<file path="config.mk">
export PLATFORM = sky130hd
export DESIGN_NAME = sat_counter
export DESIGN_NICKNAME = d
export VERILOG_FILES = /design/src/rtl/sat_counter.sv
export SDC_FILE = /design/constraint.sdc
export NUM_CORES = 1
export LEC_CHECK = 0
export BUFFER_PORTS_ARGS = -buffer_cell sky130_fd_sc_hd__clkbuf_2
export CORE_ASPECT_RATIO = 1.25
export CORE_MARGIN = 2
export CORE_UTILIZATION = 50
export DETAILED_ROUTE_END_ITERATION = 8
export PLACE_DENSITY_LB_ADDON = 0.08
export SLEW_MARGIN = 30
export SYNTH_ARGS = -nofsm -noshare
export SYNTH_HDL_FRONTEND = slang
export SYNTH_SLANG_ARGS = --single-unit
</file>
<file path="constraint.sdc">
create_clock -name clk -period 2.6 [get_ports clk]
set_clock_uncertainty 0.05 [all_clocks]
set_input_delay 0.52 -clock clk [delete_from_list [all_inputs] [get_ports clk]]
set_output_delay 0.52 -clock clk [all_outputs]
set_load 0.01 [all_outputs]
</file>
<file path="src/rtl/sat_counter.sv">
`default_nettype none
// ============================================================================
// Module   : sat_counter
// Brief    : Saturating up-counter with synchronous clear (clear beats inc).
// Revision : 1.0  initial release
// ============================================================================
module sat_counter #(
  parameter int W = 16
) (
  input  logic         clk,
  input  logic         reset,
  input  logic         clr,
  input  logic         inc,
  output logic [W-1:0] q
);

  logic [W-1:0] r_q;

  always_ff @(posedge clk) begin
    if (!reset) begin
      r_q <= '0;
    end else if (clr) begin
      r_q <= '0;
    end else if (inc && (r_q != {W{1'b1}})) begin
      r_q <= r_q + 1'b1;
    end
  end

  assign q = r_q;

endmodule
`default_nettype wire

</file>
==> flow_summary.html, run 1 <==
<table>
<tr><th>Metric</th><th>Value</th></tr>
<tr><th colspan="2">Die</th></tr>
<tr><td>Core Region</td><td>0.00160 sq mm</td></tr>
<tr><td>Die Height</td><td>50.5 um</td></tr>
<tr><td>Standard-cell row count</td><td>16</td></tr>
<tr><td>Horiz. Die Dim</td><td>41.2 um</td></tr>
<tr><td>Starting Density</td><td>0.540</td></tr>
<tr><td>Top-level port count</td><td>20</td></tr>
<tr><td>Die area</td><td>0.00208 sq mm</td></tr>
<tr><th colspan="2">Place</th></tr>
<tr><td>Number of port buffers</td><td>19</td></tr>
<tr><td>GPL Wtd Cong</td><td>0.719</td></tr>
<tr><td>Worst slack, placed</td><td>0.810 ns</td></tr>
<tr><td>Post-placement cell count</td><td>127</td></tr>
<tr><td>HPWL reported at the end of detailed placement</td><td>1360 um</td></tr>
<tr><th colspan="2">Synthesis</th></tr>
<tr><td>Cell count after synthesis</td><td>91</td></tr>
<tr><td>Number of distinct library cell variants in the gate-level netlist after synthesis</td><td>38</td></tr>
<tr><td>Number of synthesis warnings</td><td>0</td></tr>
<tr><td>Net count after synthesis</td><td>96</td></tr>
<tr><td>Largest cells by area after synthesis</td><td>dfxtp_1, nand4_4, nor2_1</td></tr>
<tr><td>Cell taking the most area after synthesis</td><td>dfxtp_1</td></tr>
<tr><td>Sequential area share after synthesis</td><td>0.370</td></tr>
<tr><td>Syn Area/Cell</td><td>9.50 sq um</td></tr>
<tr><td>Mapped cell area</td><td>865 sq um</td></tr>
<tr><td>Flops &amp; latches, synth</td><td>16</td></tr>
<tr><td>Area share of the leading cell type in the synthesized netlist</td><td>0.370</td></tr>
<tr><th colspan="2">CTS</th></tr>
<tr><td>TritonCTS clock tree</td><td>yes</td></tr>
<tr><td>Hold bufs inserted after CTS</td><td>0</td></tr>
<tr><td>Clock latency on the worst-skew pair</td><td>0.29 ns</td></tr>
<tr><td>Largest buffer count on any clock path</td><td>2</td></tr>
<tr><td>TritonCTS buffer count</td><td>3</td></tr>
<tr><td>Reg clk slew, reported paths</td><td>0.09 ns</td></tr>
<tr><td>Root buffer cell</td><td>clkbuf_4</td></tr>
<tr><td>CTS-repair resized insts</td><td>0</td></tr>
<tr><td>Number of post-CTS setup repair buffers</td><td>0</td></tr>
<tr><td>Clock sink count</td><td>16</td></tr>
<tr><td>Clock H-tree levels</td><td>1</td></tr>
<tr><th colspan="2">Setup path</th></tr>
<tr><td>End of the critical path</td><td>q[14]</td></tr>
<tr><td>Startpoint of the most critical setup path</td><td>q[0]</td></tr>
<tr><td>Critical Path End Type</td><td>flip-flop</td></tr>
<tr><td>Worst EP required</td><td>2.74 ns</td></tr>
<tr><td>Capture point of the worst reg-to-reg path</td><td>q[14]</td></tr>
<tr><td>Reg2Reg Setup Slack</td><td>0.89 ns</td></tr>
<tr><td>Critical-path maximum fanout</td><td>6</td></tr>
<tr><td>Worst r2r path cells</td><td>5</td></tr>
<tr><td>Maximum single-stage delay on the critical path</td><td>0.39 ns</td></tr>
<tr><td>Worst R2R Start</td><td>q[0]</td></tr>
<tr><td>CP Cell Sequence</td><td>ha_1 -&gt; and4_2 -&gt; o311ai_2 -&gt; o31a_1 -&gt; o21a_1</td></tr>
<tr><td>Critical Path Start Type</td><td>flip-flop</td></tr>
<tr><td>Arr. time, crit path</td><td>1.85 ns</td></tr>
<tr><td>Type of the worst setup path</td><td>flip-flop to flip-flop</td></tr>
<tr><td>CP max stage cell</td><td>dfxtp_1</td></tr>
<tr><th colspan="2">Power and ir drop</th></tr>
<tr><td>Leakage power total</td><td>0.411 nW</td></tr>
<tr><td>Power Dens Cells</td><td>395 mW/mm^2</td></tr>
<tr><td>Largest vdd supply drop</td><td>0.291 mV</td></tr>
<tr><td>Cell-internal power</td><td>0.306 mW</td></tr>
<tr><td>Portion of total power attributed to sequential cells</td><td>0.625</td></tr>
<tr><td>Final Total Pwr</td><td>0.395 mW</td></tr>
<tr><td>Switch Pwr</td><td>0.0887 mW</td></tr>
<tr><td>Switching fraction of total power</td><td>0.224</td></tr>
<tr><td>Clock group share of total power</td><td>0.335</td></tr>
<tr><td>Combinational fraction of design power</td><td>0.040</td></tr>
<tr><th colspan="2">Detailed routing</th></tr>
<tr><td>Metal-1 WL</td><td>794 um</td></tr>
<tr><td>Routed wire length on met2</td><td>891 um</td></tr>
<tr><td>Starting DRT DRC Count</td><td>11</td></tr>
<tr><td>Via count of the routed design</td><td>783</td></tr>
<tr><td>Remaining DRCs</td><td>0</td></tr>
<tr><td>Antenna-violating nets left</td><td>0</td></tr>
<tr><td>Vias per inst</td><td>6.02</td></tr>
<tr><td>Met3 wire len</td><td>100 um</td></tr>
<tr><td>Uppermost signal routing layer after detailed routing</td><td>met4</td></tr>
<tr><td>WL final</td><td>1830 um</td></tr>
<tr><td>Detailed Routing Iterations Pass 1</td><td>4</td></tr>
<tr><td>Routed wire length per instance</td><td>14.1 um</td></tr>
<tr><th colspan="2">STA</th></tr>
<tr><td>Hold Vio Cnt, Final</td><td>0</td></tr>
<tr><td>Final critical-path share of the clock period</td><td>0.660</td></tr>
<tr><td>Min cycle time layout</td><td>1.71 ns</td></tr>
<tr><td>Endpoints failing setup</td><td>0</td></tr>
<tr><td>Final number of max-transition violations</td><td>0</td></tr>
<tr><td>Setup repair after global routing missed its margin</td><td>no</td></tr>
<tr><td>Setup tns final</td><td>0 ns</td></tr>
<tr><td>Worst Max-Slew Pin Slew</td><td>0.472 ns</td></tr>
<tr><td>Worst rel slew slack</td><td>0.684</td></tr>
<tr><td>Highest attainable clock frequency</td><td>583 MHz</td></tr>
<tr><td>Final critical-path setup slack</td><td>0.885 ns</td></tr>
<tr><th colspan="2">Layout</th></tr>
<tr><td>Final Net Count</td><td>119</td></tr>
<tr><td>Max FFs per register</td><td>16</td></tr>
<tr><td>Total area of multi-input combinational cells</td><td>533 sq um</td></tr>
<tr><td>Commonest cells after routing, fill and taps aside</td><td>clkbuf_2, dfxtp_1, nor2_1</td></tr>
<tr><td>Most common cell after layout, fill and taps aside</td><td>clkbuf_2</td></tr>
<tr><td>Filler cell count in the final layout</td><td>154</td></tr>
<tr><td>Non-filler cells, final</td><td>130</td></tr>
<tr><td>Final core area utilization</td><td>0.625</td></tr>
<tr><td>Fraction of final layout cells sized beyond drive strength 1</td><td>0.268</td></tr>
<tr><td>FF+latch area</td><td>320 sq um</td></tr>
<tr><td>Diode insertion count for antenna repair</td><td>0</td></tr>
<tr><td>Synth-to-Final Area Change</td><td>15.8%</td></tr>
<tr><th colspan="2">Hold path</th></tr>
<tr><td>Hold Path Origin</td><td>q[5]</td></tr>
<tr><td>Worst min path class</td><td>flip-flop to flip-flop</td></tr>
<tr><th colspan="2">GRT</th></tr>
<tr><td>Final global-route overflow total</td><td>0</td></tr>
<tr><td>Overall fraction of global-route tracks in use</td><td>0.212</td></tr>
<tr><td>First-pass GRT wire length</td><td>2950 um</td></tr>
<tr><td>Number of global-route vias before repair</td><td>676</td></tr>
<tr><td>Antenna violations before repair</td><td>0</td></tr>
<tr><td>Largest net degree at the start of global routing</td><td>12</td></tr>
<tr><th colspan="2">Run status</th></tr>
<tr><td>Status</td><td>completed</td></tr>
<tr><th colspan="2">Flow run</th></tr>
<tr><td>Count of max-cap constraint violations</td><td>0</td></tr>
</table>
[layer usage]
| metal | global-route usage | vias up |
|---|---|---|
| met1 | 0.254 | 354 |
| met3 | 0.0752 | 5 |
| li1 | - | 401 |
| met4 | 0.108 | 0 |
| met5 | 0 | - |
| met2 | 0.320 | 23 |
[critical path, delay by kind of cell, from the launching register on]
family	cells	cell delay (ns)
and+or+nand+nor	1	0.31
DFF	1	0.39
AOI/OAI and AO/OA	3	0.67
adders and majority gates	1	0.20
[power groups by stage]
stage / Sequential (mW) / Combinational, mW / Clock (mW)
CTS: 0.247 / 0.0160 / 0.137
detailed placement: 0.253 / 0.0158 / 0
floorplan: 0.253 / 0.00913 / 0
global placement: 0.253 / 0.0155 / 0
finish: 0.247 / 0.0158 / 0.132
global route: 0.247 / 0.0177 / 0.146
[how the worst min path moves through the flow]
stage                       to  slack [ns]  depth (start not counted)
after global routing      q[5]        0.54                          2
after floorplan           q[2]        0.48                          2
final                     q[5]        0.49                          2
after global placement    q[2]        0.46                          2
after detailed placement  q[5]        0.48                          2
after CTS                 q[5]        0.49                          2
[final cells by class]
| type | count | share of cell area |
|---|---|---|
| multi-input combinational | 72 | 0.532 |
| clock buffer | 3 | 0.0225 |
| tap | 18 | 0.0225 |
| timing repair buffer | 19 | 0.0950 |
| sequential | 16 | 0.320 |
| inverter | 2 | 0.00750 |
[metrics by stage]
stage / cell area, sq um / hold WS (ns)
finish: 1000 / 0.487
floorplan: 865 / 0.481
detailed placement: 978 / 0.476
global route: 1000 / 0.535
CTS: 1000 / 0.491
global placement: 978 / 0.461
[cells in the mapped netlist, drive strengths merged]
master,n
dfxtp,16
nor2,10
nand2,5
nand3,5
a21oi,4
nand4,4
o21ai,4
and2,3
and4,3
nor4,3
o311ai,3
o41ai,3
xor2,3
inv,2
nand2b,2
nor3,2
o31ai,2
or3,2
or4,2
a41oi,1
and3,1
clkbuf,1
ha,1
mux2i,1
nor2b,1
nor3b,1
o2111ai,1
o211a,1
o211ai,1
o21a,1
o31a,1
xnor2,1
[cell families (layout without fill, tap and decap cells)]
| family | after synthesis | after routing | synth area share |
|---|---|---|---|
| compound gates | 22 | 22 | 0.214 |
| xor+xnor | 4 | 4 | 0.0405 |
| fa+ha+maj | 1 | 1 | 0.0145 |
| buf+inv | 3 | 24 | 0.0130 |
| flops | 16 | 16 | 0.370 |
| mux | 1 | 1 | 0.0116 |
| simple gates | 44 | 44 | 0.336 |
Power figures use the tool's default switching activity.
==> run 2, diff against run 1 <==
Clock period 2.6 ns to 1.6 ns, I/O delays scaled along.
==> run 2 against run 1 <==
Compared with the run above:
- register-to-register slack got worse by 0.85 ns
- setup slack got worse by 0.85 ns
- power rose by 64%
- fmax rose by 9.5%
==> flow_summary.html, run 2 (same netlist as run 1, synthesis figures left out) <==
<table>
<tr><th>Metric</th><th>Value</th></tr>
<tr><th colspan="2">Run status</th></tr>
<tr><td>Status</td><td>completed</td></tr>
<tr><th colspan="2">STA</th></tr>
<tr><td>Min cycle time layout</td><td>1.57 ns</td></tr>
<tr><td>Endpoints failing setup</td><td>0</td></tr>
<tr><td>Highest attainable clock frequency</td><td>639 MHz</td></tr>
<tr><td>Final critical-path share of the clock period</td><td>0.979</td></tr>
<tr><td>Hold Vio Cnt, Final</td><td>0</td></tr>
<tr><td>Final number of max-transition violations</td><td>0</td></tr>
<tr><td>Worst Max-Slew Pin Slew</td><td>0.483 ns</td></tr>
<tr><td>Worst rel slew slack</td><td>0.677</td></tr>
<tr><td>Final critical-path setup slack</td><td>0.0342 ns</td></tr>
<tr><td>Setup repair after global routing missed its margin</td><td>yes</td></tr>
<tr><th colspan="2">CTS</th></tr>
<tr><td>Clock H-tree levels</td><td>1</td></tr>
<tr><td>TritonCTS clock tree</td><td>yes</td></tr>
<tr><td>Largest buffer count on any clock path</td><td>2</td></tr>
<tr><td>TritonCTS buffer count</td><td>3</td></tr>
<tr><td>Clock latency on the worst-skew pair</td><td>0.29 ns</td></tr>
<tr><td>Root buffer cell</td><td>clkbuf_4</td></tr>
<tr><td>Reg clk slew, reported paths</td><td>0.09 ns</td></tr>
<tr><td>Clock sink count</td><td>16</td></tr>
<tr><th colspan="2">Detailed routing</th></tr>
<tr><td>Antenna-violating nets left</td><td>0</td></tr>
<tr><td>WL final</td><td>2170 um</td></tr>
<tr><td>Detailed Routing Iterations Pass 1</td><td>4</td></tr>
<tr><td>Remaining DRCs</td><td>0</td></tr>
<tr><td>Vias per inst</td><td>5.92</td></tr>
<tr><td>Via count of the routed design</td><td>847</td></tr>
<tr><td>Starting DRT DRC Count</td><td>14</td></tr>
<tr><td>Routed wire length per instance</td><td>15.1 um</td></tr>
<tr><th colspan="2">Hold path</th></tr>
<tr><td>Worst Hold End</td><td>q[12]</td></tr>
<tr><td>Hold path depth</td><td>3</td></tr>
<tr><td>Worst min path class</td><td>input port to flip-flop</td></tr>
<tr><td>Hold Path Origin</td><td>clr</td></tr>
<tr><th colspan="2">GRT</th></tr>
<tr><td>Antenna violations before repair</td><td>0</td></tr>
<tr><td>First-pass GRT wire length</td><td>3300 um</td></tr>
<tr><td>Overall fraction of global-route tracks in use</td><td>0.229</td></tr>
<tr><td>Number of global-route vias before repair</td><td>750</td></tr>
<tr><td>Largest net degree at the start of global routing</td><td>9</td></tr>
<tr><td>Final global-route overflow total</td><td>0</td></tr>
<tr><th colspan="2">Setup path</th></tr>
<tr><td>Worst R2R Start</td><td>q[0]</td></tr>
<tr><td>Type of the worst setup path</td><td>flip-flop to flip-flop</td></tr>
<tr><td>Arr. time, crit path</td><td>1.71 ns</td></tr>
<tr><td>Critical Path End Type</td><td>flip-flop</td></tr>
<tr><td>Capture point of the worst reg-to-reg path</td><td>q[0]</td></tr>
<tr><td>Critical Path Start Type</td><td>flip-flop</td></tr>
<tr><td>Worst r2r path cells</td><td>5</td></tr>
<tr><td>Worst EP required</td><td>1.74 ns</td></tr>
<tr><td>Reg2Reg Setup Slack</td><td>0.03 ns</td></tr>
<tr><td>Critical-path maximum fanout</td><td>4</td></tr>
<tr><th colspan="2">Place</th></tr>
<tr><td>GPL Wtd Cong</td><td>0.762</td></tr>
<tr><td>Placed inst area</td><td>0.00106 sq mm</td></tr>
<tr><td>Worst slack, placed</td><td>-0.0110 ns</td></tr>
<tr><td>Number of port buffers</td><td>19</td></tr>
<tr><td>HPWL reported at the end of detailed placement</td><td>1500 um</td></tr>
<tr><td>Post-placement cell count</td><td>137</td></tr>
<tr><th colspan="2">Layout</th></tr>
<tr><td>Max FFs per register</td><td>16</td></tr>
<tr><td>Synth-to-Final Area Change</td><td>36.6%</td></tr>
<tr><td>Final std cell area, no fill</td><td>0.00118 sq mm</td></tr>
<tr><td>Diode insertion count for antenna repair</td><td>0</td></tr>
<tr><td>Most common cell after layout, fill and taps aside</td><td>clkbuf_2</td></tr>
<tr><td>Non-filler cells, final</td><td>143</td></tr>
<tr><td>Filler cell count in the final layout</td><td>129</td></tr>
<tr><td>Commonest cells after routing, fill and taps aside</td><td>clkbuf_2, buf_4, nor2_1</td></tr>
<tr><td>Fraction of final layout cells sized beyond drive strength 1</td><td>0.480</td></tr>
<tr><td>Final Net Count</td><td>132</td></tr>
<tr><th colspan="2">Die</th></tr>
<tr><td>Core Region</td><td>0.00160 sq mm</td></tr>
<tr><td>Horiz. Die Dim</td><td>41.2 um</td></tr>
<tr><td>Standard-cell row count</td><td>16</td></tr>
<tr><td>Top-level port count</td><td>20</td></tr>
<tr><td>Starting Density</td><td>0.540</td></tr>
<tr><td>Die area</td><td>0.00208 sq mm</td></tr>
<tr><td>Die Height</td><td>50.5 um</td></tr>
<tr><th colspan="2">Power and ir drop</th></tr>
<tr><td>Combinational fraction of design power</td><td>0.045</td></tr>
<tr><td>Switch Pwr</td><td>0.150 mW</td></tr>
<tr><td>Power Dens Cells</td><td>548 mW/mm^2</td></tr>
<tr><td>Portion of total power attributed to sequential cells</td><td>0.618</td></tr>
<tr><td>Switching fraction of total power</td><td>0.231</td></tr>
<tr><td>Cell-internal power</td><td>0.498 mW</td></tr>
<tr><td>Largest vdd supply drop</td><td>0.498 mV</td></tr>
<tr><td>Leakage power total</td><td>0.496 nW</td></tr>
<tr><td>Clock group share of total power</td><td>0.337</td></tr>
<tr><th colspan="2">Flow run</th></tr>
<tr><td>Count of max-cap constraint violations</td><td>0</td></tr>
</table>
## run 2: changes by cell type in the layout (fill, tap and decap cells not counted), moves of 2 or more
cell | before | now
buf_4 | 0 | 13
dfxtp_1 | 16 | 6
dfxtp_2 | 0 | 8
and4_4 | 0 | 3
nor4_1 | 3 | 0
nor4_2 | 0 | 3
and4_2 | 2 | 0
dfxtp_4 | 0 | 2
## run 2: how the worst max path moves through the flow
stage | from | endpoint | cells after the start
global route | q[0] | q[14] | 5
floorplan | q[3] | q[14] | 4
finish | q[0] | q[0] | 5
CTS | q[0] | q[14] | 5
global placement | q[0] | q[14] | 5
detailed placement | q[0] | q[14] | 5
## run 2: timing repair
action                                  in CTS  in global routing
endpoints found under the setup margin       1                 13
hold endpoints to repair                     0                  0
pin swaps                                    0                  4
buffers inserted                             0                  3
hold buffers                                 0                  0
gates resized for setup                      1                 23
## run 2: final cells by class
cell class	count	area, sq um	area share
well taps	18	22.5	0.0191
inverters	2	7.51	0.00636
repair buffers	32	193	0.163
flip-flops and latches	16	338	0.286
clock buffers	3	22.5	0.0191
multi-input cells	72	598	0.506
## run 2: worst max-delay path, cell delays in order (launching register included)
cell and delay [ns]:
dfxtp_4 0.39, ha_4 0.16, nand3_4 0.09, o41ai_4 0.47
xor2_1 0.24, nor2_1 0.06
## run 2: layer usage
layer  share of wire  GRT usage  wire length, um  vias to the layer above
met5               0          0                0                        -
met4           0.010     0.0968               22                        0
li1                -          -                -                      424
met3           0.044     0.0531               96                        2
met2            0.52      0.352             1120                       21
met1            0.43      0.297              930                      400
## run 2: stage by stage
| stage | TNS, ns | utilization | total power [mW] | hold WS [ns] |
|---|---|---|---|---|
| floorplan | 0 | - | 0.427 | 0.453 |
| global placement | 0 | 0.659 | 0.438 | 0.449 |
| detailed placement | -0.0110 | 0.659 | 0.438 | 0.457 |
| CTS | 0 | 0.674 | 0.655 | 0.333 |
| global route | -0.0567 | 0.738 | 0.670 | 0.354 |
| finish | 0 | 0.738 | 0.648 | 0.329 |
## run 2: power by group through the flow
stage	clock, mW	combinational (mW)	sequential, mW
finish	0.218	0.0293	0.400
global route	0.238	0.0317	0.401
CTS	0.225	0.0274	0.402
detailed placement	0	0.0270	0.411
global placement	0	0.0269	0.411
floorplan	0	0.0148	0.412
